## config.mk

```make
export PLATFORM = sky130hd
export DESIGN_NAME = gen_ping_pong_counter
export DESIGN_NICKNAME = d
export VERILOG_FILES = /design/src/rtl/gen_ping_pong_counter.sv
export SDC_FILE = /design/constraint.sdc
export NUM_CORES = 1
export LEC_CHECK = 0
export ABC_AREA = 0
export BUFFER_PORTS_ARGS = -buffer_cell sky130_fd_sc_hd__buf_4
export CORE_MARGIN = 2
export CORE_UTILIZATION = 41
export DETAILED_ROUTE_END_ITERATION = 12
export PLACE_DENSITY = 0.62
export SYNTH_ARGS = -nofsm -noshare
export SYNTH_HDL_FRONTEND = slang
export SYNTH_SLANG_ARGS = --single-unit
export TNS_END_PERCENT = 20
```

## constraint.sdc

```tcl
create_clock -name clk -period 3.8 [get_ports clk]
set_input_delay 0.38 -clock clk [delete_from_list [all_inputs] [get_ports clk]]
set_output_delay 0.38 -clock clk [all_outputs]
set_load 0.05 [all_outputs]
```

## src/rtl/gen_ping_pong_counter.sv

```systemverilog
// gen_ping_pong_counter
//   Bounded up/down counter. In bounce mode it reverses at the bounds (ping-pong).
//   In wrap mode it jumps to the opposite bound (sawtooth).
//   It also supports synchronous load and a one-cycle direction flip.
//   After reset, the first clock edge moves the counter from INIT to RUN and
//   loads out=min.
//
// Ports
//   clk        rising-edge clock
//   rst_n      asynchronous active-low reset
//   enable     count enable
//   flip       reverse direction this cycle (and step in the new direction)
//   mode       0 = bounce, 1 = wrap
//   load       synchronous load of load_val (clamped to min when out of range)
//   load_val   value to load
//   max, min   inclusive unsigned bounds
//   step       step magnitude (0 behaves as 1)
//   direction  1 = up, 0 = down
//   out        counter value
//   turn       registered pulse, one cycle after a bound reversal or wrap
//   valid      range legal and out inside it (0 while in INIT)
module gen_ping_pong_counter #(
   parameter int unsigned WIDTH = 4
) (
   input  logic             clk,
   input  logic             rst_n,
   input  logic             enable,
   input  logic             flip,
   input  logic             mode,
   input  logic             load,
   input  logic [WIDTH-1:0] load_val,
   input  logic [WIDTH-1:0] max,
   input  logic [WIDTH-1:0] min,
   input  logic [WIDTH-1:0] step,
   output logic             direction,
   output logic [WIDTH-1:0] out,
   output logic             turn,
   output logic             valid
);

   typedef enum logic {ST_INIT, ST_RUN} state_t;

   state_t           r_state;
   logic [WIDTH-1:0] r_out;
   logic             r_dir;
   logic             r_turn;

   logic [WIDTH:0]   w_s;
   logic [WIDTH:0]   w_up_sum;
   logic [WIDTH:0]   w_dn_diff;
   logic             w_up_over;
   logic             w_dn_under;
   logic             w_legal;
   logic             w_load_ok;
   logic             w_dir_eff;
   logic [WIDTH-1:0] w_nxt_out;
   logic             w_nxt_dir;
   logic             w_nxt_turn;

   // base + s, saturated at hi; the extra bit keeps the carry visible.
   function automatic logic [WIDTH-1:0] f_up_clamp(
      input logic [WIDTH-1:0] base,
      input logic [WIDTH:0]   s,
      input logic [WIDTH-1:0] hi
   );
      logic [WIDTH:0] sum;
      sum = {1'b0, base} + s;
      return (sum > {1'b0, hi}) ? hi : sum[WIDTH-1:0];
   endfunction

   // base - s, saturated at lo; the top bit of the difference is the borrow.
   function automatic logic [WIDTH-1:0] f_dn_clamp(
      input logic [WIDTH-1:0] base,
      input logic [WIDTH:0]   s,
      input logic [WIDTH-1:0] lo
   );
      logic [WIDTH:0] diff;
      diff = {1'b0, base} - s;
      return (diff[WIDTH] || (diff[WIDTH-1:0] < lo)) ? lo : diff[WIDTH-1:0];
   endfunction

   assign w_s        = (step == '0) ? {{WIDTH{1'b0}}, 1'b1} : {1'b0, step};
   assign w_up_sum   = {1'b0, r_out} + w_s;
   assign w_dn_diff  = {1'b0, r_out} - w_s;
   assign w_up_over  = (w_up_sum > {1'b0, max});
   assign w_dn_under = w_dn_diff[WIDTH] || (w_dn_diff[WIDTH-1:0] < min);
   assign w_legal    = (max > min) && (r_out >= min) && (r_out <= max);
   assign w_load_ok  = (load_val >= min) && (load_val <= max);
   // A flip first reverses direction, then the normal step rules apply.
   assign w_dir_eff  = flip ? ~r_dir : r_dir;

   always_comb begin
      w_nxt_out  = r_out;
      w_nxt_dir  = w_dir_eff;
      w_nxt_turn = 1'b0;
      if (!mode) begin
         if (w_dir_eff) begin
            if (r_out == max) begin
               w_nxt_dir  = 1'b0;
               w_nxt_out  = f_dn_clamp(max, w_s, min);
               w_nxt_turn = 1'b1;
            end else begin
               w_nxt_out  = f_up_clamp(r_out, w_s, max);
            end
         end else begin
            if (r_out == min) begin
               w_nxt_dir  = 1'b1;
               w_nxt_out  = f_up_clamp(min, w_s, max);
               w_nxt_turn = 1'b1;
            end else begin
               w_nxt_out  = f_dn_clamp(r_out, w_s, min);
            end
         end
      end else begin
         if (w_dir_eff) begin
            if (w_up_over) begin
               w_nxt_out  = min;
               w_nxt_turn = 1'b1;
            end else begin
               w_nxt_out  = w_up_sum[WIDTH-1:0];
            end
         end else begin
            if (w_dn_under) begin
               w_nxt_out  = max;
               w_nxt_turn = 1'b1;
            end else begin
               w_nxt_out  = w_dn_diff[WIDTH-1:0];
            end
         end
      end
   end

   always_ff @(posedge clk or negedge rst_n) begin
      if (!rst_n) begin
         r_state <= ST_INIT;
         r_out   <= '0;
         r_dir   <= 1'b1;
         r_turn  <= 1'b0;
      end else begin
         case (r_state)
            ST_INIT: begin
               r_state <= ST_RUN;
               r_out   <= min;
               r_dir   <= 1'b1;
               r_turn  <= 1'b0;
            end
            ST_RUN: begin
               r_turn <= 1'b0;
               if (load) begin
                  r_out <= w_load_ok ? load_val : min;
               end else if (enable && w_legal) begin
                  r_out  <= w_nxt_out;
                  r_dir  <= w_nxt_dir;
                  r_turn <= w_nxt_turn;
               end
            end
         endcase
      end
   end

   assign out       = r_out;
   assign direction = r_dir;
   assign turn      = r_turn;
   assign valid     = (r_state == ST_RUN) && w_legal;

endmodule

```

# Word level (Yosys, flattened, before mapping)
# Cells that the tools add are included.
[word_totals]
output_inout_bits = 7
word_cells = 66
inputBits = 22
ff_bits = 7
[classes]
bitwise = 2
n_eq_ne = 5
magnitude_cmp = 9
muxes = 33
n_addsub = 4
n_reduce_logical = 9
[ops]
columns = ["cell", "count"]
rows = [
  ["4-bit two-way mux", 15],
  ["1-bit two-way mux", 15],
  ["4-bit by 4-bit adder with 5-bit output", 2],
  ["5-bit by 4-bit > comparator with 1-bit output", 2],
  ["4-bit by 4-bit subtractor with 5-bit output", 2],
  ["4-bit == test", 2],
  ["4-bit >= comparator", 2],
  ["4-bit <= comparator", 2],
  ["4-bit less-than comparator", 2],
  ["4-bit one-hot mux with 2 select lines", 1],
  ["1-bit logical AND", 5],
  ["4-bit > comparator", 1],
  ["4-bit logical NOT", 1],
  ["1-bit one-hot mux with 2 select lines", 2],
  ["3-bit by 2-bit inequality test with 1-bit output (second input constant)", 1],
  ["1-bit logical OR", 2],
  ["2-bit by 1-bit inequality test with 1-bit output (second input constant)", 1],
  ["2-bit inequality test (second input constant)", 1],
  ["1-bit inverter", 2],
  ["2-bit AND reduction", 1],
]

# Logic depth before layout (Yosys ltp)
[depth]
ltp_word = 12
depth_mapped = 17
mapped_depth_nobuf = 15

# Worst setup path after synthesis
# OpenSTA, ideal clock, no wires.
[synth_timing]
path_kind = "input-to-reg"
startpoint = "input port step[1]"
endpoint = "register r_out[0], in the netlist out[0]"
arrival_time_ns = 3.389
path_slack_ns = 0.290
setup_time_ns = 0.121
cell_stages = 14
n_path_buf = 0
required_time_ns = 3.679
path_cell_list = "inv_1 > a31o_2 > ha_1 > inv_1 > fa_1 > xnor2_1 > ha_1 > and3b_1 > a2111oi_2 > o211ai_2 > mux2i_1 > nor2_1 > o41a_1 > o22a_1"
[synth_between]
elab_chain_cells = 12
word_cells_on_any_way = 26
classes_between = "add/sub (4); order compare (4); mux (15); reduce/logical (3)"
[synth_rtl]
columns = ["item", "line_no", "text"]
rows = [
  ["start, declared", "34", "input logic [WIDTH-1:0] step,"],
  ["4-bit logical NOT", "82", "assign w_s = (step == '0) ? {{WIDTH{1'b0}}, 1'b1} : {1'b0, step};"],
  ["4-bit two-way mux *", "82", ""],
  ["4-bit by 4-bit subtractor with 5-bit output, on equally long branches", "78, 84", ""],
  ["4-bit less-than comparator, on equally long branches", "79, 86", ""],
  ["1-bit logical OR, on equally long branches", "79, 86", ""],
  ["4-bit two-way mux", "79", "return (diff[WIDTH] || (diff[WIDTH-1:0] < lo)) ? lo : diff[WIDTH-1:0];"],
  ["4-bit two-way mux, on equally long branches", "106, 98", ""],
  ["4-bit two-way mux", "97", "if (w_dir_eff) begin"],
  ["4-bit two-way mux *", "96", "if (!mode) begin"],
  ["4-bit two-way mux *", "151", "end else if (enable && w_legal) begin"],
  ["4-bit two-way mux *", "149", "if (load) begin"],
  ["4-bit one-hot mux with 2 select lines *", "140", "case (r_state)"],
  ["end signal, assigned", "143", "r_out <= min;"],
  ["end signal, assigned", "150", "r_out <= w_load_ok ? load_val : min;"],
  ["end signal, assigned", "152", "r_out <= w_nxt_out;"],
  ["end, declared", "44", "logic [WIDTH-1:0] r_out;"],
]
# Mark *: on every way between the ends. The rest lies on a longest branch, timed or not. The select of a mux whose other input is x is not followed.
# A chain may end at the register's enable or synchronous reset.

# Final worst setup path
[layout_timing]
startpoint = "input port step[3]"
endpoint = "register r_out[2], in the netlist out[2]"
# The elaborated chain is that of the path after synthesis.

==> impl_metrics.toml <==
[critical_path]
cell_by_cell_trace_of_the_critical_path = "buf_4 -> inv_1 -> a31o_2 -> ha_1 -> inv_1 -> fa_1 -> xor2_1 -> ha_1 -> o21a_1 -> o21ai_0 -> o21a_1 -> buf_4 -> mux2i_1 -> nor2_1 -> o31ai_1 -> a21oi_1"
reg2reg_to = "out[0]"
cp_data_required_time_ns = 3.89
worst-path-buf-inv = 4
cp_delay_by_family_top = "compound AO/OA/AOI/OAI gates"
rr_startpoint = "out[0]"
critical-path-slowest-cell = "fa_1"
critical_path_arrival_ns = 3.64
reg2reg_slack_ns = 0.30
cp_capture_type = "register"
startpoint_type = "primary input"
path_max_fanout = 7
worstRegToRegCells = 14
critical-path-max-stage-delay_ns = 0.41
crit_type = "in2reg"

[detailed_routing]
finalWirelength_um = 7210
drcViolationCount = 0
detailedRoute.firstPassIterationCount = 4
wire_per_inst_um = 19.2
drt.antenna.violating_nets = 0
routed-via-count = 2203
route.detailed.vias_per_inst = 5.87
drtIter0Drc = 118

[placed_design]
numPortBuffers = 28
place.detailed.hpwl_um = 5870
placed_cells = 370
gp_congestion = 0.967

[sta]
timing.final.max_slew_violations = 0
report.final.setup_viol = 0
clk_skew_ns = 0.000926
hold_viol = 0
grt_setup_unrepaired = "false"
timing.fmax_ghz = 0.281
tightest_slew_ns = 0.703
max-slew-margin-rel_pct = 53.0
min_period_ns = 3.56
final.setup.tns_ns = 0
layout_worst_path_cycle_share_pct = 93.6

[floorplan]
floorplan_core_area_um2 = 5110
std_cell_rows = 26
die_w_um = 76.8
design.die.area_um2 = 5900
initial_utilization_pct = 42.6
num_io_pins = 29
die_y_um = 76.8

[global_route]
grt.overflow.total = 0
maximum_number_of_pins_on_one_net_before_global_route_repair = 16
grt.total_usage_pct = 25.3
grt_pass1_wl_um = 11800
first_global_vias = 2207
antenna_found_initial = 0

[worst_hold_path]
hold_class = "reg2reg"
hold_path_startpoint = "r_state"
whs_path_depth = 1
hold_end = "direction"

[synthesis]
netlist_area_um2 = 2170
count_of_state_elements_after_synthesis = 7
avgSynthCellArea_um2 = 8.18
postSynthNetCount = 343
yosys_warnings = 0
synthArstFlopShare_pct = 100
yosysUniqueCellTypes = 57
synth_ff_type = "dfrtp_1"
post_synth_inst_count = 266
ys_seq_area_share_pct = 8.11
synth_edf_count = 0

[cts]
max-clock-path-buffers = 2
cts.clk_slew.worst_paths_ns = 0.04
cts_sinks = 7
cts_buffers = 3
cts_tree = "done"
h_tree_depth = 1
clk_latency_ns = 0.23
root_buffer = "clkbuf_8"

[cells_and_area]
nFillCells = 502
drive_above_1_share_pct = 18.7
register_area_um2 = 176
antenna_cells = 0
multi_input_area_um2 = 1850
syn2layout_area_growth_pct = 18.7
finalNonFillerCells = 375
finish.net_count = 383

[power]
vdd.ir_drop.worst_mv = 0.153
power.density_cell_area_nw_per_um2 = 335
leakage_component_of_the_power_nw = 1.28

[outcome]
status = "finished clean"

[flow_run]
max_cap_viol_count = 0
[layout by cell type, fill, tap and decap left out, types with 5 or more instances in the layout]
| cell | synthesis | layout |
|---|---|---|
| nor2_1 | 17 | 17 |
| nor3_1 | 6 | 6 |
| dfrtp_1 | 6 | 6 |
| nand4_1 | 6 | 6 |
| nand2_1 | 13 | 13 |
| o21ai_0 | 11 | 11 |
| inv_1 | 33 | 33 |
| a21oi_1 | 16 | 16 |
| ha_1 | 51 | 51 |
| xnor2_1 | 6 | 6 |
| o21a_1 | 5 | 5 |
| buf_4 | 0 | 39 |
| mux2i_1 | 13 | 13 |
[worst max-delay path by stage]
stage                     startpoint      to  slack (ns)  depth (start not counted)
after floorplan              step[1]  out[0]        0.29                         14
after global placement       step[3]  out[0]        0.12                         15
after detailed placement     step[3]  out[1]        0.05                         15
after CTS                    step[3]  out[1]        0.27                         15
after global routing         step[2]  out[1]        0.04                         15
final                        step[3]  out[2]        0.24                         16
[synth_stat cells (3+ instances only)]
master	count	share of area (%)
a31oi_1	3	0.86
fa_1	4	3.7
nand4_1	6	1.7
xnor2_1	6	2.4
o21ai_0	11	2.5
nor2b_1	3	0.86
ha_1	51	29
inv_1	33	5.7
mux2i_1	13	6.0
nor3_1	6	1.4
a31o_2	3	1.2
o22ai_1	3	0.86
a21oi_1	16	3.7
xor2_1	4	1.6
nand2b_1	3	0.86
a21o_1	4	1.4
o21ai_1	4	0.92
o21bai_1	3	1.0
nand3_1	4	0.92
nand2_1	13	2.2
a211oi_1	3	1.0
o211ai_1	3	1.0
nor2_1	17	2.9
o21a_1	5	1.7
dfrtp_1	6	6.9
[logic make-up after synthesis]
group,count (synthesis),share of synthesized area [%]
mux,15,7.54
fa+ha+maj,55,33.0
buf+inv,38,7.02
flops,7,8.11
other cells,1,0.172
simple gates,61,14.2
xor+xnor,10,4.03
compound gates,79,26.0
[power by group]
part           leakage [nW]  total [W]  internal (W)  switching (W)
sequential           0.0829  0.0000958     0.0000834      0.0000124
combinational          1.17   0.000663      0.000282       0.000381
clock                0.0228   0.000105     0.0000726      0.0000320
total                  1.28   0.000864      0.000438       0.000425
[metal layers]
| metal | vias to the layer above | part of all wire [%] | GRT usage, % |
|---|---|---|---|
| li1 | 1059 | - | - |
| met2 | 93 | 46 | 41.4 |
| met4 | 0 | 2.2 | 8.36 |
| met1 | 1038 | 44 | 33.7 |
| met3 | 13 | 8.1 | 4.00 |
| met5 | - | 0 | 0 |
[area by class of cell]
type / instances / area share, %
Clock buffer: 4 / 1.75
Inverter: 33 / 4.80
Multi-Input combinational cell: 221 / 71.5
Sequential cell: 7 / 6.83
Tap cell: 70 / 3.39
Timing Repair Buffer: 40 / 11.7
[registers in the layout, indices dropped and copies added, names as in the netlist]
signal     flops
out            4
direction      1
r_state        1
turn           1
[metrics by stage]
| stage | setup slack, ns | cell area, µm² | utilization [%] | total power [W] | hold WS [ns] |
|---|---|---|---|---|---|
| after global routing | 0.0432 | 2580 | 50.5 | 0.000936 | 0.491 |
| final | 0.243 | 2580 | 50.5 | 0.000864 | 0.477 |
| after floorplan | 0.290 | 2170 | - | 0.000557 | 0.0844 |
| after detailed placement | 0.0517 | 2530 | 49.5 | 0.000745 | 0.199 |
| after CTS | 0.273 | 2580 | 50.5 | 0.000856 | 0.474 |
| after global placement | 0.118 | 2530 | 49.5 | 0.000740 | 0.197 |
[timing repair]
item,CTS,global route
gates resized for setup,0,0
endpoints found under the hold margin,6,0
hold buffers,1,0
buffers inserted,0,0
Note: power is estimated with default switching activity, not from simulation.
